**src/rtl/sevenseg_scan.sv**
```systemverilog
// Six-digit multiplexed seven-segment driver for a HH:MM:SS clock.
// Scans one digit per SCAN_DIV cycles, with a blanking guard at the start of every slot.
module sevenseg_scan #(
    parameter int SCAN_DIV = 100000,
    parameter int GUARD    = 2,
    parameter int BLANK_LZ = 1
) (
    input  logic       clk,
    input  logic       rst_n,
    input  logic [3:0] s1,
    input  logic [3:0] s2,
    input  logic [3:0] m1,
    input  logic [3:0] m2,
    input  logic [3:0] h1,
    input  logic [3:0] h2,
    input  logic       sec_tick,
    output logic [5:0] an,
    output logic [6:0] seg,
    output logic       dp
);
    localparam int CW = (SCAN_DIV > 1) ? $clog2(SCAN_DIV) : 1;
    localparam logic [CW-1:0] CNT_MAX = CW'(SCAN_DIV - 1);
    localparam logic [CW-1:0] GUARD_C = CW'(GUARD);

    logic [CW-1:0] cnt_q, cnt_d;
    logic [2:0]    slot_q, slot_d;
    logic [23:0]   snap_q, snap_d;
    logic          colon_q, colon_d;
    logic [5:0]    an_q, an_d;
    logic [6:0]    seg_q, seg_d;
    logic          dp_q, dp_d;
    logic          show;
    logic [3:0]    cur_digit;

    function automatic logic [6:0] enc(input logic [3:0] d);
        case (d)
            4'd0:    enc = 7'h40;
            4'd1:    enc = 7'h79;
            4'd2:    enc = 7'h24;
            4'd3:    enc = 7'h30;
            4'd4:    enc = 7'h19;
            4'd5:    enc = 7'h12;
            4'd6:    enc = 7'h02;
            4'd7:    enc = 7'h78;
            4'd8:    enc = 7'h00;
            4'd9:    enc = 7'h10;
            default: enc = 7'h3F;
        endcase
    endfunction

    always_comb begin
        cnt_d  = (cnt_q == CNT_MAX) ? '0 : cnt_q + CW'(1);
        slot_d = slot_q;
        if (cnt_q == CNT_MAX) begin
            slot_d = (slot_q == 3'd5) ? 3'd0 : slot_q + 3'd1;
        end
        // Frame-start snapshot keeps a whole scan frame consistent.
        snap_d    = (slot_q == 3'd0 && cnt_q == '0) ? {h2, h1, m2, m1, s2, s1} : snap_q;
        colon_d   = colon_q ^ sec_tick;
        show      = (cnt_q >= GUARD_C);
        cur_digit = snap_q[{slot_q, 2'b00} +: 4];
        seg_d     = 7'h7F;
        dp_d      = 1'b1;
        if (show) begin
            seg_d = enc(cur_digit);
            if (BLANK_LZ != 0 && slot_q == 3'd5 && cur_digit == 4'd0) begin
                seg_d = 7'h7F;
            end
            dp_d = ~(colon_q && (slot_q == 3'd2 || slot_q == 3'd4));
        end
    end

    for (genvar gi = 0; gi < 6; gi++) begin : g_an
        assign an_d[gi] = ~(show && slot_q == 3'(gi));
    end

    always_ff @(posedge clk or negedge rst_n) begin
        if (!rst_n) begin
            cnt_q   <= '0;
            slot_q  <= 3'd0;
            snap_q  <= 24'd0;
            colon_q <= 1'b0;
            an_q    <= 6'h3F;
            seg_q   <= 7'h7F;
            dp_q    <= 1'b1;
        end else begin
            cnt_q   <= cnt_d;
            slot_q  <= slot_d;
            snap_q  <= snap_d;
            colon_q <= colon_d;
            an_q    <= an_d;
            seg_q   <= seg_d;
            dp_q    <= dp_d;
        end
    end

    assign an  = an_q;
    assign seg = seg_q;
    assign dp  = dp_q;
endmodule

```
**config.mk**
```make
export PLATFORM = sky130hd
export DESIGN_NAME = sevenseg_scan
export DESIGN_NICKNAME = d
export VERILOG_FILES = /design/src/rtl/sevenseg_scan.sv
export SDC_FILE = /design/constraint.sdc
export NUM_CORES = 1
export LEC_CHECK = 0
export CELL_PAD_IN_SITES_DETAIL_PLACEMENT = 1
export CELL_PAD_IN_SITES_GLOBAL_PLACEMENT = 1
export CORE_ASPECT_RATIO = 1.75
export CORE_MARGIN = 2
export CORE_UTILIZATION = 47
export CTS_BUF_LIST = sky130_fd_sc_hd__clkbuf_16
export DETAILED_ROUTE_END_ITERATION = 7
export PLACE_DENSITY = 0.89
export SYNTH_ARGS = -nofsm -noshare
export SYNTH_HDL_FRONTEND = slang
export SYNTH_SLANG_ARGS = --single-unit
```
**constraint.sdc**
```tcl
create_clock -name clk -period 5.83 [get_ports clk]
set_clock_uncertainty 0.1 [all_clocks]
set_input_delay 0.583 -clock clk [delete_from_list [all_inputs] [get_ports clk]]
set_output_delay 0.583 -clock clk [all_outputs]
set_load 0.005 [all_outputs]
```
== After elaboration in Yosys (flattened, before gate mapping) ==
Memory sizes are Yosys's and may differ from the RTL's.
Cells that the tools add are included.

* Reduce and logical (&&, ||, !) cells: 13
* Shift operators: 1
* Div/mod/pow operators: 0
* Eq/ne operators: 6
* Multiplexer cells: 5
* Add/subtract/negate cells: 2
* $mul: 0
* Order comparisons: 1
* Bitwise operators: 8

{| class="wikitable"
|+ Operator list
! kind !! count
|-
| variable part select 24 x 6 -> 4 bit || 1
|-
| adder 17 x 1 -> 17 bit (second input constant) || 1
|-
| == test 17 bit (second input constant) || 1
|-
| >= comparator 17 x 2 -> 1 bit (second input constant) || 1
|-
| logical NOT 17 bit || 1
|-
| two-way mux 17 bit || 1
|-
| two-way mux 7 bit || 2
|-
| logical AND 1 bit || 9
|-
| inverter 1 bit || 7
|-
| == test 3 x 2 -> 1 bit (second input constant) || 2
|-
| == test 3 bit (second input constant) || 2
|-
| logical NOT 4 bit || 1
|-
| adder 3 x 1 -> 3 bit (second input constant) || 1
|-
| == test 3 x 1 -> 1 bit (second input constant) || 1
|-
| logical NOT 3 bit || 1
|-
| two-way mux 3 bit || 1
|-
| logical OR 1 bit || 1
|-
| two-way mux 1 bit || 1
|-
| bitwise XOR 1 bit || 1
|}

* Memories: 1
* Output and inout bits: 14
* Bits in latches: 0
* Bits in read-only memories: 112
* Word-level logic and storage cells: 44
* Bits in registers: 59
* Bits in writable memories: 0

{| class="wikitable"
|+ Memories
! memory !! depth !! width !! rd ports !! clocked after Yosys merged registers in !! wr ports !! line !! source
|-
| (no name shown) || 16 || 7 || 1 || 0 || 0 || 36 || <nowiki>case (d)</nowiki>
|}

== Depth between registers and ports, before layout ==
Gate-level depths: netlist of run 1.

* Depth after elaboration: 5
* Mapped depth: 11

== Least setup slack after synthesis of run 1 ==
OpenSTA, ideal clock, no wires.

* Path kind: register to register
* Start: reg slot_q[0]
* End: reg seg_q[5] (netlist: seg[5])
* Path buffers: 1
* Required time: 5.642 ns
* Setup slack: 3.442 ns
* Clock period less this slack: 2.388 ns
* Arrival time: 2.200 ns
* Stages on the path, launching flop included: 11
* Cells stage by stage: dfrtp_1 > buf_6 > mux4_1 > a22oi_1 > inv_1 > ha_1 > inv_1 > a21oi_1 > nor2_1 > a311oi_1 > or3_1

* Longest elaborated chain between the ends: 5
* Elaborated cells between the ends (all ways): 7

{| class="wikitable"
|+ Ends and longest elaborated chain
! what !! line !! source
|-
| start, declared || 26 || <nowiki>logic [2:0] slot_q, slot_d;</nowiki>
|-
| start signal, assigned || 88 || <nowiki>slot_q <= slot_d;</nowiki>
|-
| parallel branches: the longest is 3 deep, another holds memory read (16 x 7 bit) || - ||
|-
| two-way mux 7 bit (*) || 66 || <nowiki>if (BLANK_LZ != 0 && slot_q == 3'd5 && cur_digit == 4'd0) begin</nowiki>
|-
| two-way mux 7 bit (*) || 64 || <nowiki>if (show) begin</nowiki>
|-
| net seg_d[5] || 30 || <nowiki>logic [6:0] seg_q, seg_d;</nowiki>
|-
| end signal, assigned || 92 || <nowiki>seg_q <= seg_d;</nowiki>
|-
| end, declared || 30 ||
|}

Mark *: on every way through the listed nets, which the timed path passes.
A chain may end at the register's enable or synchronous reset.

== Worst setup path in the final report of run 1 ==
Same ends and word-level chain as after synthesis.

==> metrics.yaml, run 1 <==
syn_area_mm2: 0.00282
crit_start: "slot_q[0]"
synthCells: 232
p_sw_uw: 219
max_freq_mhz: 317
synth_seq_area_share: 0.529
finalSetupViolations: 0
track_usage: 0.244
cp_num_cells: 9
yosysUniqueCellTypes: 43
postRouteAntennaNets: 0
tightest_slew_ns: 1.21
core.rowCount: 37
ys.flop_type: "dfrtp_1"
cts_buffer_depth: 2
async_reset_ff_frac: 1.00
crit_buf_inv: 2
irDropWorstVdd_uv: 235
syn_area_per_cell_um2: 12.2
report.final.slew_viol_count: 0
cp_slowest_cell: "dfrtp_1"
power_frac_clock: 0.499
worstPathRequired_ns: 5.97
yosys_warnings: 0
relSlewSlack: 0.194
rsz0062_at_grt: "false"
cts-root-buf: "clkbuf_16"
cp.arrival_ns: 3.30
final-seq-area_mm2: 0.00149
worstSetupPathType: "flip-flop to flip-flop"
post_cts_resized: 0
hold_buffers: 0
final_net_count: 315
die_x_um: 62.6
layout_commonest_cell: "dfrtp_1"
r2r-start: "slot_q[0]"
synth_edf_count: 0
setup_slack_ns: 2.68
crit_end: "seg[5]"
crit_path_frequent_cell: "inv_1"
first_pass_iters: 4
grt_pass1_wl_um: 11900
drc: 0
ys_ff_latch: 59
drt_wl_total_um: 7100
cts_setup_buffers: 0
syn-num-nets: 269
cap_violations: 0
core_mm2: 0.00583
vias_per_cell: 5.58
pwr-share-seq: 0.434
cts_tree: "done"
fillerInstances: 619
power.density_mw_per_mm2: 283
die_h_um: 106
hold_violations: 0
cts_buffers: 9
cts_max_level: 3
multi_input_area_mm2: 0.00126
p_leak_nw: 1.52
power_frac_comb: 0.067
swShare: 0.216
antenna_found_initial: 0
timing.rr.end: "seg[5]"
gp_congestion: 0.889
post_drt_wl_per_cell_um: 19.7
crit_path_max_incr_delay_ns: 0.87
grt_start_max_net_pins: 60
cpLargestDelayFamily: "flip-flops"
stdcell_count: 361
grt_remaining_overflow: 0
place_ws_ns: 2.81
final_cell_mix: "dfrtp_1 (45), clkdlybuf4s50_1 (39), mux2_2 (28), nor2_1 (18), nand3_1 (16)"
reg2reg_depth: 9
dieArea_mm2: 0.00666
port_buffers: 40
num_vias: 2016
clock_latency_ns: 0.33
post-route-min-period_ns: 3.15
internal_power_uw: 793
ios: 41
start_util: 0.484
crit_fanout: 20
antenna_cells: 0
crit_path_end_kind: "flip-flop"
cts_num_sinks: 59
r2r_slack_ns: 2.68
areaGrowthSynthToFinish_pct: 26.7
clk_pin_slew_ns: 0.05
hold_class: "input pin to asynchronous set/reset pin"
min_period_over_period: 0.541
dp_hpwl_um: 4660
drt_iter0_drc: 117
drive_gt1_frac: 0.230
path_cells: "mux4_1, a22oi_1, inv_1, ha_1, inv_1, a21oi_1, nor2_1, a311oi_1, or3_1"
finalSetupTns_ns: 0
cp-start-kind: "flip-flop"
status: "finished clean"
grt_pass1_vias: 2300
placed_cells_incl_taps: 345
==> cell usage after synthesis (all sizes together) (3+ instances only) <==
cell type  number  area, µm²
and3            3       18.8
mux2           29        330
o21ai           4       20.0
clkbuf          3       11.3
ha             10        125
buf             4       28.8
nand2b          3       18.8
xnor2           9       78.8
or3             3       18.8
a21oi           3       15.0
mux4            4       97.6
xor2            8       70.1
nand3          16       80.1
nor2           19       73.8
nand4           4       25.0
dfstp          14        368
nor2b           4       25.0
nor3            5       25.0
dfrtp          45       1130
a22oi           3       36.3
nor4            4       25.0
nand2          12       45.0
inv             7       26.3
==> cells by family (layout without fill, tap and decap cells) <==
group                    count (synthesis)  in the layout  share of synthesized area
AO/OA/AOI/OAI                           20             20                     0.0541
XOR/XNOR                                17             17                     0.0528
adder cells (fa/ha/maj)                 10             10                     0.0443
buffers and inverters                   14             65                     0.0235
flip-flops                              59             59                      0.529
multiplexers                            35             35                      0.159
AND/OR/NAND/NOR                         77             77                      0.137
==> per-layer routing <==
metal	vias to the layer above	global-route usage	share of wire
met5	-	0	0
met4	0	0.151	0.037
met3	18	0.0529	0.029
met2	48	0.464	0.59
met1	1035	0.230	0.35
li1	915	-	-
==> worst min-delay path by stage <==
stage          slack (ns)    endpoint  depth (start not counted)  startpoint
3_3_place_gp         0.35          dp                          1     colon_q
2_1_floorplan        0.19    cnt_q[0]                          0       rst_n
6_report             0.30  snap_q[20]                          2       rst_n
3_5_place_dp         0.36          dp                          1     colon_q
5_1_grt              0.36  snap_q[15]                          2       rst_n
4_1_cts              0.32  snap_q[23]                          2       rst_n
==> power by group through the flow <==
stage                     sequential [mW]  combinational (mW)  clock [mW]
final                               0.439              0.0677       0.505
after CTS                           0.439              0.0687       0.513
after detailed placement            0.445              0.0669           0
after floorplan                     0.442              0.0263           0
after global placement              0.444              0.0643           0
after global routing                0.441              0.0744       0.531
==> sequential cells by signal (all words and copies together), names as in the netlist <==
register  flops
an            6
cnt_q        17
colon_q       1
dp            1
seg           7
slot_q        3
snap_q       24
==> cell type report <==
type	count	area share
Tap cell	78	0.0273
Clock buffer	9	0.0630
Timing Repair Buffer	42	0.115
Clock inverter	7	0.0168
Multi-Input combinational cell	159	0.353
Inverter	7	0.00735
Sequential cell	59	0.418
==> metrics by stage <==
| step | utilization | total power, mW | hold WS [ns] | cell area (µm²) |
|---|---|---|---|---|
| floorplan | - | 0.469 | 0.187 | 2820 |
| global placement | 0.564 | 0.508 | 0.348 | 3290 |
| detailed placement | 0.564 | 0.512 | 0.365 | 3290 |
| CTS | 0.613 | 1.02 | 0.323 | 3570 |
| global route | 0.613 | 1.05 | 0.357 | 3570 |
| finish | 0.613 | 1.01 | 0.296 | 3570 |
==> worst register-to-register path, stage by stage (launching register included) <==
cell and delay [ns]:
dfrtp_1 0.87, mux4_1 0.65, a22oi_1 0.39, inv_1 0.15
ha_1 0.25, inv_1 0.09, a21oi_1 0.09, nor2_1 0.12
a311oi_1 0.05, or3_1 0.31
Power figures use the tool's default switching activity.
==> run 2, diff against run 1 <==
- CORE_UTILIZATION: 47 -> 43
- PLACE_DENSITY: 0.89 -> 0.83
- clock period: 5.83 -> 3.15 ns (I/O delays scaled with it)
==> metrics.yaml, run 2 (same netlist as run 1, synthesis figures left out) <==
clock_latency_ns: 0.33
place_ws_ns: 0.542
cp.arrival_ns: 2.82
drive_gt1_frac: 0.230
relSlewSlack: 0.280
cts_num_sinks: 59
start_util: 0.438
worstSetupPathType: "flip-flop to flip-flop"
tightest_slew_ns: 1.08
grt_pass1_wl_um: 10600
post_cts_resized: 0
areaGrowthSynthToFinish_pct: 26.8
hold_buffers: 0
crit_path_end_kind: "flip-flop"
core_mm2: 0.00644
grt_remaining_overflow: 0
final_net_count: 319
num_vias: 1979
p_leak_nw: 1.54
power.density_mw_per_mm2: 494
irDropWorstVdd_uv: 399
cts_buffers: 9
dieArea_mm2: 0.00725
cts_buffer_depth: 2
grt_pass1_vias: 2189
final_cell_mix: "dfrtp_1 (45), clkdlybuf4s50_1 (39), mux2_2 (28), nor2_1 (18), nand3_1 (16)"
grt_start_max_net_pins: 51
crit_fanout: 17
max_flop_register: "snap_q"
clk_pin_slew_ns: 0.05
finalSetupViolations: 0
cts_tree: "done"
postRouteAntennaNets: 0
finalSetupTns_ns: 0
worstPathRequired_ns: 3.29
status: "finished clean"
hold_violations: 0
vias_per_cell: 5.36
first_pass_iters: 4
port_buffers: 40
min_period_over_period: 0.850
antenna_cells: 0
hold_class: "input pin to asynchronous set/reset pin"
antenna_found_initial: 0
multi_input_area_mm2: 0.00126
cp-start-kind: "flip-flop"
cts-root-buf: "clkbuf_16"
cap_violations: 0
rsz0062_at_grt: "false"
final-seq-area_mm2: 0.00149
gp_congestion: 0.954
post-route-min-period_ns: 2.68
cts_max_level: 3
drc: 0
drt_wl_total_um: 6420
dp_hpwl_um: 4550
die_x_um: 65.2
cts_setup_buffers: 0
layout_commonest_cell: "dfrtp_1"
ios: 41
report.final.slew_viol_count: 0
track_usage: 0.199
core.rowCount: 39
die_h_um: 111
post_drt_wl_per_cell_um: 17.4
fillerInstances: 672
largest_reg_flops: 24
drt_iter0_drc: 92
setup_slack_ns: 0.471
max_freq_mhz: 373
## run 2: stage by stage
stage | hold slack, ns | total power, mW | instance area, µm² | instances | util
3_3_place_gp | 0.356 | 0.943 | 3320 | 353 | 0.516
2_1_floorplan | -0.0806 | 0.867 | 2820 | 232 | -
4_1_cts | 0.128 | 1.79 | 3580 | 369 | 0.556
6_report | 0.0952 | 1.77 | 3580 | 369 | 0.556
5_1_grt | 0.175 | 1.83 | 3580 | 369 | 0.556
3_5_place_dp | 0.361 | 0.949 | 3320 | 353 | 0.516
## run 2: per-layer routing
metal | part of all wire | global-route usage | wire length [µm] | vias up
met2 | 0.57 | 0.354 | 3660 | 48
li1 | - | - | - | 921
met5 | 0 | 0 | 0 | -
met1 | 0.37 | 0.199 | 2350 | 993
met3 | 0.030 | 0.0457 | 194 | 17
met4 | 0.034 | 0.126 | 216 | 0
## run 2: where the power goes
group	internal [mW]	leakage [nW]	total [mW]	switching (mW)
combinational	0.0729	0.696	0.123	0.0501
clock	0.513	0.138	0.831	0.318
sequential	0.795	0.703	0.813	0.0182
total	1.38	1.54	1.77	0.387
## run 2: layout make-up
| type | instances | share of cell area |
|---|---|---|
| clock buffer | 9 | 0.0629 |
| clock inverter | 7 | 0.00804 |
| inverter | 7 | 0.00734 |
| multi-input combinational | 159 | 0.352 |
| sequential | 59 | 0.417 |
| tap | 82 | 0.0287 |
| timing repair buffer | 46 | 0.123 |
## run 2: final timing paths
| path | from | to | slack, ns | depth (start not counted) |
|---|---|---|---|---|
| worst max-delay path | slot_q[0] | seg[5] | 0.47 | 8 |
| worst min-delay path | rst_n | snap_q[19] | 0.1 | 1 |
| worst max register to register | slot_q[0] | seg[5] | 0.47 | 8 |
| worst min register to register | colon_q | dp | 0.37 | 1 |
| max in group asynchronous | rst_n | cnt_q[15] | 2.11 | 2 |
| min in group clk | colon_q | dp | 0.37 | 1 |
## run 2: critical path, stage by stage, from the launching register on
cell and delay, ns:
dfrtp_1 0.43, buf_4 0.28, mux2_2 0.36, a22oi_1 0.38, inv_1 0.16, ha_1 0.24, o21ai_0 0.22, a311oi_1 0.08
or3_1 0.33
==> run 3, diff against run 2 <==
- SKIP_CTS_REPAIR_TIMING: default -> 1
==> results of run 3 <==
Final layout, timing and power as in run 2 (identical DEF).
